[src/rtl/display_pkg.sv]
// Shared XVGA 1024x768 timing constants and helpers for display/sprite blocks.
package display_pkg;

    localparam int unsigned XVGA_H_ACTIVE = 1024;
    localparam int unsigned XVGA_H_FP     = 24;
    localparam int unsigned XVGA_H_SYNC   = 136;
    localparam int unsigned XVGA_H_BP     = 160;
    localparam int unsigned XVGA_V_ACTIVE = 768;
    localparam int unsigned XVGA_V_FP     = 3;
    localparam int unsigned XVGA_V_SYNC   = 6;
    localparam int unsigned XVGA_V_BP     = 29;

    localparam int unsigned XVGA_H_TOTAL = XVGA_H_ACTIVE + XVGA_H_FP + XVGA_H_SYNC + XVGA_H_BP;
    localparam int unsigned XVGA_V_TOTAL = XVGA_V_ACTIVE + XVGA_V_FP + XVGA_V_SYNC + XVGA_V_BP;

    localparam int unsigned HCOUNT_W      = 11;
    localparam int unsigned VCOUNT_W      = 10;
    localparam int unsigned FRAME_COUNT_W = 8;

    // Idle levels: syncs are active-low, blank idles high in the delay line.
    localparam logic SYNC_IDLE  = 1'b1;
    localparam logic BLANK_IDLE = 1'b1;

    // True when pos lies in [lo, lo+len).
    function automatic logic in_window(input int unsigned pos,
                                       input int unsigned lo,
                                       input int unsigned len);
        return (pos >= lo) && (pos < lo + len);
    endfunction

endpackage

[src/rtl/sync_delay_line.sv]
// Fixed-depth shift register aligning a control bit with a downstream pixel pipeline.
module sync_delay_line
    import display_pkg::*;
#(
    parameter int unsigned DEPTH     = 2,
    parameter logic        RESET_VAL = SYNC_IDLE
) (
    input  logic i_clk,
    input  logic i_rst_n,
    input  logic i_d,
    output logic o_q
);

    if (DEPTH == 0) begin : g_pass
        // Zero depth: straight pass-through of the already-registered input.
        logic w_unused;
        assign w_unused = i_clk ^ i_rst_n;
        assign o_q      = i_d;
    end else if (DEPTH == 1) begin : g_single
        logic r_stage;
        // Single stage register.
        always_ff @(posedge i_clk or negedge i_rst_n) begin
            if (!i_rst_n) r_stage <= RESET_VAL;
            else          r_stage <= i_d;
        end
        assign o_q = r_stage;
    end else begin : g_multi
        logic [DEPTH-1:0] r_stages;
        // Shift toward the MSB; the MSB is the oldest sample.
        always_ff @(posedge i_clk or negedge i_rst_n) begin
            if (!i_rst_n) r_stages <= {DEPTH{RESET_VAL}};
            else          r_stages <= {r_stages[DEPTH-2:0], i_d};
        end
        assign o_q = r_stages[DEPTH-1];
    end

endmodule

[src/rtl/xvga_timing_gen.sv]
// XVGA raster timing: pixel/line counters with aligned sync, blank and frame markers.
module xvga_timing_gen
    import display_pkg::*;
#(
    parameter int unsigned H_ACTIVE   = XVGA_H_ACTIVE,
    parameter int unsigned H_FP       = XVGA_H_FP,
    parameter int unsigned H_SYNC     = XVGA_H_SYNC,
    parameter int unsigned H_BP       = XVGA_H_BP,
    parameter int unsigned V_ACTIVE   = XVGA_V_ACTIVE,
    parameter int unsigned V_FP       = XVGA_V_FP,
    parameter int unsigned V_SYNC     = XVGA_V_SYNC,
    parameter int unsigned V_BP       = XVGA_V_BP,
    parameter int unsigned PIPE_DELAY = 2
) (
    input  logic        pixel_clk_in,
    input  logic        rst_n_in,
    output logic [10:0] hcount_out,
    output logic [9:0]  vcount_out,
    output logic        hsync_out,
    output logic        vsync_out,
    output logic        blank_out,
    output logic        frame_start_out,
    output logic [7:0]  frame_count_out,
    output logic        hsync_d_out,
    output logic        vsync_d_out,
    output logic        blank_d_out
);

    localparam int unsigned H_TOTAL  = H_ACTIVE + H_FP + H_SYNC + H_BP;
    localparam int unsigned V_TOTAL  = V_ACTIVE + V_FP + V_SYNC + V_BP;
    localparam int unsigned HS_START = H_ACTIVE + H_FP;
    localparam int unsigned VS_START = V_ACTIVE + V_FP;

    logic [HCOUNT_W-1:0]      r_hcount;
    logic [VCOUNT_W-1:0]      r_vcount;
    logic                     r_hsync;
    logic                     r_vsync;
    logic                     r_blank;
    logic                     r_frame_start;
    logic [FRAME_COUNT_W-1:0] r_frame_count;

    logic                w_h_last;
    logic                w_v_last;
    logic                w_frame_wrap;
    logic [HCOUNT_W-1:0] w_hcount_nxt;
    logic [VCOUNT_W-1:0] w_vcount_nxt;
    logic                w_hsync_nxt;
    logic                w_vsync_nxt;
    logic                w_blank_nxt;

    // Next raster position and the sync/blank levels that belong to it.
    always_comb begin
        w_h_last     = (r_hcount == HCOUNT_W'(H_TOTAL - 1));
        w_v_last     = (r_vcount == VCOUNT_W'(V_TOTAL - 1));
        w_frame_wrap = w_h_last && w_v_last;
        w_hcount_nxt = w_h_last ? '0 : r_hcount + HCOUNT_W'(1);
        w_vcount_nxt = r_vcount;
        if (w_h_last) begin
            w_vcount_nxt = w_v_last ? '0 : r_vcount + VCOUNT_W'(1);
        end
        w_hsync_nxt = !in_window(32'(w_hcount_nxt), HS_START, H_SYNC);
        w_vsync_nxt = !in_window(32'(w_vcount_nxt), VS_START, V_SYNC);
        w_blank_nxt = (32'(w_hcount_nxt) >= H_ACTIVE) || (32'(w_vcount_nxt) >= V_ACTIVE);
    end

    // Register counters together with their decoded levels so nothing skews.
    always_ff @(posedge pixel_clk_in or negedge rst_n_in) begin
        if (!rst_n_in) begin
            r_hcount      <= '0;
            r_vcount      <= '0;
            r_hsync       <= 1'b1;
            r_vsync       <= 1'b1;
            r_blank       <= 1'b0;
            r_frame_start <= 1'b0;
            r_frame_count <= '0;
        end else begin
            r_hcount      <= w_hcount_nxt;
            r_vcount      <= w_vcount_nxt;
            r_hsync       <= w_hsync_nxt;
            r_vsync       <= w_vsync_nxt;
            r_blank       <= w_blank_nxt;
            r_frame_start <= w_frame_wrap;
            if (w_frame_wrap) begin
                r_frame_count <= r_frame_count + FRAME_COUNT_W'(1);
            end
        end
    end

    assign hcount_out      = r_hcount;
    assign vcount_out      = r_vcount;
    assign hsync_out       = r_hsync;
    assign vsync_out       = r_vsync;
    assign blank_out       = r_blank;
    assign frame_start_out = r_frame_start;
    assign frame_count_out = r_frame_count;

    sync_delay_line #(.DEPTH(PIPE_DELAY), .RESET_VAL(SYNC_IDLE)) u_hsync_dly (
        .i_clk   (pixel_clk_in),
        .i_rst_n (rst_n_in),
        .i_d     (r_hsync),
        .o_q     (hsync_d_out)
    );

    sync_delay_line #(.DEPTH(PIPE_DELAY), .RESET_VAL(SYNC_IDLE)) u_vsync_dly (
        .i_clk   (pixel_clk_in),
        .i_rst_n (rst_n_in),
        .i_d     (r_vsync),
        .o_q     (vsync_d_out)
    );

    sync_delay_line #(.DEPTH(PIPE_DELAY), .RESET_VAL(BLANK_IDLE)) u_blank_dly (
        .i_clk   (pixel_clk_in),
        .i_rst_n (rst_n_in),
        .i_d     (r_blank),
        .o_q     (blank_d_out)
    );

endmodule

[config.mk]
export PLATFORM = sky130hd
export DESIGN_NAME = xvga_timing_gen
export DESIGN_NICKNAME = d
export VERILOG_FILES = /design/src/rtl/display_pkg.sv /design/src/rtl/sync_delay_line.sv /design/src/rtl/xvga_timing_gen.sv
export SDC_FILE = /design/constraint.sdc
export NUM_CORES = 1
export LEC_CHECK = 0
export ABC_AREA = 1
export ABC_CLOCK_PERIOD_IN_PS = 3900
export BUFFER_PORTS_ARGS = -buffer_cell sky130_fd_sc_hd__buf_4
export CAP_MARGIN = 20
export CORE_AREA = 2 2 87 56
export CTS_CLUSTER_DIAMETER = 100
export DETAILED_ROUTE_END_ITERATION = 12
export DIE_AREA = 0 0 89 58
export PLACE_DENSITY = 0.83
export SLEW_MARGIN = 20
export SYNTH_ARGS = -nofsm -noshare
export SYNTH_HDL_FRONTEND = slang
export SYNTH_SLANG_ARGS = --single-unit
[constraint.sdc]
create_clock -name pixel_clk_in -period 3.9 [get_ports pixel_clk_in]
set_clock_uncertainty 0.15 [all_clocks]
set_input_delay 0.195 -clock pixel_clk_in [delete_from_list [all_inputs] [get_ports pixel_clk_in]]
set_output_delay 0.195 -clock pixel_clk_in [all_outputs]
set_load 0.01 [all_outputs]
# After elaboration in Yosys (flattened, before gate mapping)
# Cells that the tools add are included.
[totals]
output_inout_bits = 36
elab_cells = 30
n_memories = 0
inputBits = 2
mem_bits_ro = 0
reg_bits = 39
ramBits = 0
latch_bits = 0
[classes]
n_lt_le_gt_ge = 6
mul = 0
addsub = 3
n_eq_ne = 2
mux = 3
shift = 0
n_div = 0
n_bitwise = 0
reduce_logical = 6
[ops]
columns = ["op", "count"]
rows = [
  [">= comparator 11 bit (second input constant)", 2],
  [">= comparator 10 bit (second input constant)", 2],
  ["two-way mux 10 bit", 2],
  ["adder 11 x 1 -> 11 bit (second input constant)", 1],
  ["equality test 11 bit (second input constant)", 1],
  ["less-than comparator 11 bit (second input constant)", 1],
  ["two-way mux 11 bit", 1],
  ["adder 10 x 1 -> 10 bit (second input constant)", 1],
  ["equality test 10 bit (second input constant)", 1],
  ["less-than comparator 10 bit (second input constant)", 1],
  ["adder 8 x 1 -> 8 bit (second input constant)", 1],
  ["logical AND 1 bit", 3],
  ["zero test 1 bit", 2],
  ["logical OR 1 bit", 1],
]

# Depth between registers and ports, before layout
[logic_depth]
depth_word = 6
depth_mapped = 12
depth_no_buf = 12

# By module
# From an unflattened synthesis, not the netlist that was laid out.
[hier_totals]
cells_unflattened = 260
hier_area_um2 = 2069.5
[by_module_without_submodules]
columns = ["module", "n_inst", "area_each_um2", "seq_area_each_um2", "cells_per_inst"]
rows = [
  ["xvga_timing_gen", 1, 1911.8, 828.3, 254],
  ["sync_delay_line", 3, 52.6, 52.6, 2],
]

# Worst setup path after synthesis
# Ideal clock, no wire load.
[synth_path]
path_type = "reg2reg"
startpoint = "reg r_hcount[0], in the netlist hcount_out[0]"
endpoint = "reg r_vsync, in the netlist vsync_out"
path_buffers = 1
setup_time_ns = 0.083
synth_period_minus_slack_ns = 1.927
arrival_time_ns = 1.694
required_ns = 3.667
path_slack_ns = 1.973
path_stages_with_launch = 12
path_cell_list = "dfrtp_1 > ha_1 > nand2_4 > nor2_8 > nand2_4 > nor2_4 > buf_6 > nand2_1 > xor2_1 > nand2_1 > nor2_1 > nand3_1"
[synth_between]
elab_chain_len = 5
elab_cells_between_ends = 6
cone_classes = "order compare: 2; eq/ne: 1; mux: 1; reduce/logical: 2"
[synth_lines]
columns = ["element", "line", "rtl"]
rows = [
  ["start: declaration", "xvga_timing_gen.sv:34", "logic [HCOUNT_W-1:0] r_hcount;"],
  ["start signal: assignment", "xvga_timing_gen.sv:77", "r_hcount <= w_hcount_nxt;"],
  ["equality test 11 bit *", "xvga_timing_gen.sv:53", "w_h_last = (r_hcount == HCOUNT_W'(H_TOTAL - 1));"],
  ["two-way mux 10 bit *", "xvga_timing_gen.sv:58", "if (w_h_last) begin"],
  [">= comparator 10 bit or less-than comparator 10 bit (tied branches)", "display_pkg.sv:28", "return (pos >= lo) && (pos < lo + len);"],
  ["logical AND 1 bit *", "display_pkg.sv:28", ""],
  ["zero test 1 bit *", "xvga_timing_gen.sv:62", "w_vsync_nxt = !in_window(32'(w_vcount_nxt), VS_START, V_SYNC);"],
  ["via w_vsync_nxt", "xvga_timing_gen.sv:48", "logic w_vsync_nxt;"],
  ["end signal: assignment", "xvga_timing_gen.sv:80", "r_vsync <= w_vsync_nxt;"],
  ["end: declaration", "xvga_timing_gen.sv:37", "logic r_vsync;"],
]
# The timed path passes the listed nets; every way through them passes the cells marked *.
# A chain may end at the register's enable or synchronous reset.

# Worst setup path after layout
# Ends and elaborated chain as after synthesis.

==> out/summary.md <==
The floorplan step set the die width to 89 um. Summing all non-filler instances in the final layout gives an area of 0.002537 mm^2. The CTS buffer count was 5; the count of cells along the worst register-to-register path was 10. At the end of routability-driven placement, the weighted congestion stood at 0.9526. Subtracting the final worst setup slack from the clock period gives 2.200 ns. Utilization after layout: 58.01%.

The tools report the capturing element type of the critical path as a flip-flop. Measured along the y axis, the die boundary spans 58 um. The tools report the number of setup violations in the final report as 0. The mapped netlist covers 0.002097 mm^2. In the routed design, unresolved DRC markers number 0. TritonCTS built the clock tree.

The later pin in the worst-skew pair is clocked with a latency of 0.29 ns. At the end of the flow, the number of nets in the layout was 307. After detailed placement, the design holds a cell count of 355. The max-slew violation total from the final report came out at 0.

Once the clock tree was built, the resizer swapped 0 gates to a different size. The number of warning messages in the yosys log was 0; the maximum clock frequency was 454.6 MHz. The number of buffers added on ports came out at 37. For the post-DP HPWL, the log shows 3599 um.

38 I/O pins were placed. In this run the deepest clock path goes through 2 buffers. The required time at the worst-slack endpoint is 3.97 ns.

The tools report the cell at the root of the clock tree as sky130_fd_sc_hd__clkbuf_8. Data on the critical path arrives at its endpoint at 2.27 ns. The post-place setup slack is 1.744 ns.

The repair_antennas step left the layout with diodes totalling 0. After floorplanning, the core was divided into 19 placement rows. The final instance count without filler cells was 364; the final cycle utilization of the critical path was 56.40%.

Average vias per placed instance: 4.835. The region available for standard cell placement spans 0.004374 mm^2. The run gives 39 as the number of clock sinks seen by CTS. The cell count after synthesis came out at 256. The combined global-route utilization of all metal layers is 19.56%. In this run the most critical hold path is launched from u_blank_dly.g_multi.r_stages[0]$_DFF_PN1_. The filler cells instantiated in the layout total 391. The area growth from synthesis to final layout was 21.00%; the number of design-rule violations left by the first detailed-router iteration was 142. In this run, synthesis produced a sequential element count of 39.

The die covers 0.005162 mm^2. The path class of the tightest hold or removal check is reg -> reg. The worst setup path is of the reg -> reg kind.

The remaining global-route overflow was 0. The flow ran to the end, and the final reports show no timing, DRC or antenna violations. The logs give 0.1420 mV for the worst ir drop on vdd and 26 for the number of distinct standard cells referenced by the synthesized netlist. The tools report the worst reg2reg path startpoint as hcount_out[0]$_DFF_PN0_. The logs give 0 for the number of maximum-capacitance violations and 1 for the number of hold-repair buffers added at the cts stage.

Number of global-route vias before repair: 1552. In this run the worst path has a maximum fanout of 13. The reg-to-reg endpoint is vsync_out$_DFF_PN1_. The final count of hold timing violations was 0. Overall power of the completed layout: 678.3 uW. The worst register-to-register path has a setup slack of 1.70 ns. Sorting the synthesized cells by area gives the leading types as sky130_fd_sc_hd__dfrtp_1 (37%), sky130_fd_sc_hd__nand2_1 (12%), sky130_fd_sc_hd__dfstp_2 (10%). After detailed routing, the average wire length per cell comes to 12.85 um.

The tools report the instance area at placement as 0.002442 mm^2. The total via count in the routed design was 1760; the total wire length after detailed routing was 4677 um. The worst setup path is launched from a flip-flop. Once routing completed, OpenROAD measured the worst setup slack at 1.700 ns. Averaged over all synthesized cells, the footprint is 8.191 um^2. The relative max-transition margin is 67.61%, and the initial core utilization is 47.94%.

For the pin with the worst max-slew slack, the measured transition is 0.4858 ns. For the total negative slack, the log shows 0 ns. Setup repair after global routing left no endpoint under its margin. The run gives 47.02% as the sequential-to-total area share from yosys stat. The worst hold path depth is 0. The deepest level of the CTS H-tree was 2; the proportion of layout cells with a drive suffix above 1 was 23.59%.

The number of antenna violations at the first check in global routing is 0, and the leakage power is 1.396 nW. In this run the remaining antenna-violating nets after routing total 0. The proportion of netlist area held by the largest area contributor was 36.99%; the total nets after synthesis was 263.

Pin count of the biggest net entering global routing: 40. The post-CTS setup buffer count was 0; the first-pass GRT wire length was 7679 um. For this design the ratio of total power to cell area is 267.3 mW/mm^2. The biggest area contributor in the post-synthesis netlist is sky130_fd_sc_hd__dfrtp_1.

Across all hold checks on the routed design, the worst slack comes to 0.2064 ns. The post-CTS clock slew at the launch and capture registers of the worst setup and hold paths was 0.08 ns; the number of iterations in the first detailed-routing pass was 4. The worst hold endpoint was u_blank_dly.g_multi.r_stages[1]$_DFF_PN1_.
worst max-delay path by stage:
stage	startpoint	endpoint	slack, ns	cells after the start
detailed placement	hcount_out[0]$_DFF_PN0_	vsync_out$_DFF_PN1_	1.74	10
floorplan	hcount_out[0]$_DFF_PN0_	vsync_out$_DFF_PN1_	1.97	11
finish	hcount_out[0]$_DFF_PN0_	vsync_out$_DFF_PN1_	1.70	10
global route	hcount_out[0]$_DFF_PN0_	vsync_out$_DFF_PN1_	1.54	10
global placement	hcount_out[0]$_DFF_PN0_	vsync_out$_DFF_PN1_	1.84	10
CTS	hcount_out[0]$_DFF_PN0_	vsync_out$_DFF_PN1_	1.72	10
registers in the layout, indices dropped and copies added (netlist names), 2 cells and up:
signal                        flops
u_hsync_dly.g_multi.r_stages      2
u_vsync_dly.g_multi.r_stages      2
frame_count_out                   8
vcount_out                       10
u_blank_dly.g_multi.r_stages      2
hcount_out                       11
placed cells by master (no fill, tap or decap):
cell type,count
sky130_fd_sc_hd__nand2_1,68
sky130_fd_sc_hd__inv_1,44
sky130_fd_sc_hd__buf_4,37
sky130_fd_sc_hd__dfrtp_1,31
sky130_fd_sc_hd__nand3_1,26
sky130_fd_sc_hd__nor2_1,24
sky130_fd_sc_hd__xor2_1,10
sky130_fd_sc_hd__dfstp_2,8
sky130_fd_sc_hd__nor2_2,6
sky130_fd_sc_hd__ha_1,5
sky130_fd_sc_hd__clkbuf_8,5
sky130_fd_sc_hd__o21ai_0,4
sky130_fd_sc_hd__nand2_2,3
sky130_fd_sc_hd__nand4_2,3
sky130_fd_sc_hd__nor3_1,3
sky130_fd_sc_hd__nand4_1,3
sky130_fd_sc_hd__nand3b_1,3
sky130_fd_sc_hd__nand2_4,2
sky130_fd_sc_hd__o21bai_1,2
sky130_fd_sc_hd__o21ai_1,2
sky130_fd_sc_hd__xnor2_1,2
sky130_fd_sc_hd__nor2_8,1
sky130_fd_sc_hd__nor2_4,1
sky130_fd_sc_hd__nand4_4,1
sky130_fd_sc_hd__or2_2,1
sky130_fd_sc_hd__clkinv_1,1
sky130_fd_sc_hd__mux2_2,1
sky130_fd_sc_hd__clkinv_2,1
sky130_fd_sc_hd__clkinvlp_4,1
sky130_fd_sc_hd__clkbuf_1,1
sky130_fd_sc_hd__dlygate4sd3_1,1
per-layer routing:
metal  GRT usage (%)  vias up  wire length, um
met3           4.701        2              410
met1           31.54      806             2321
met5               0        -                0
met4           4.691        0               13
li1                -      881                -
met2           26.23       71             1931
layout make-up:
cell class,count,area [um^2],share of cell area [%]
repair buffers,38,287.8,11.34
multi-input cells,171,930.9,36.69
well taps,63,78.83,3.107
inverters,45,168.9,6.657
clock buffers,6,72.57,2.860
clock inverters,2,12.51,0.4931
flip-flops and latches,39,985.9,38.86
cells in the mapped netlist, drive strengths merged:
library cell,instances
nand3,26
nand2,73
clkinv,1
nor2,32
xor2,10
inv,44
xnor2,2
nand3b,3
ha,5
nand4,7
buf,1
dfstp,8
nor3,3
o21bai,2
mux2,1
dfrtp,31
o21ai,6
or2,1
kinds of logic after synthesis:
logic type | count (synthesis) | synth area share [%]
fa+ha+maj | 5 | 2.983
buf+inv | 46 | 8.592
flops | 39 | 47.02
xor+xnor | 12 | 5.012
mux | 1 | 0.5370
simple gates | 145 | 33.71
compound gates | 8 | 2.148
critical path: stages (launching register included):
cell and delay, ns:
sky130_fd_sc_hd__dfrtp_1 0.45, sky130_fd_sc_hd__ha_1 0.32, sky130_fd_sc_hd__nand2_4 0.11, sky130_fd_sc_hd__nor2_8 0.15, sky130_fd_sc_hd__nand2_4 0.07, sky130_fd_sc_hd__nor2_4 0.28
sky130_fd_sc_hd__nand2_1 0.12, sky130_fd_sc_hd__xor2_1 0.19, sky130_fd_sc_hd__nand2_1 0.08, sky130_fd_sc_hd__nor2_1 0.12, sky130_fd_sc_hd__nand3_1 0.09
report_power, final:
group          switching (mW)  total, mW  internal, mW
clock network           0.140      0.265         0.125
registers                   0      0.405         0.405
logic                 0.00754    0.00887       0.00133
total                   0.147      0.678         0.531
(Power assumes the default switching activity.)
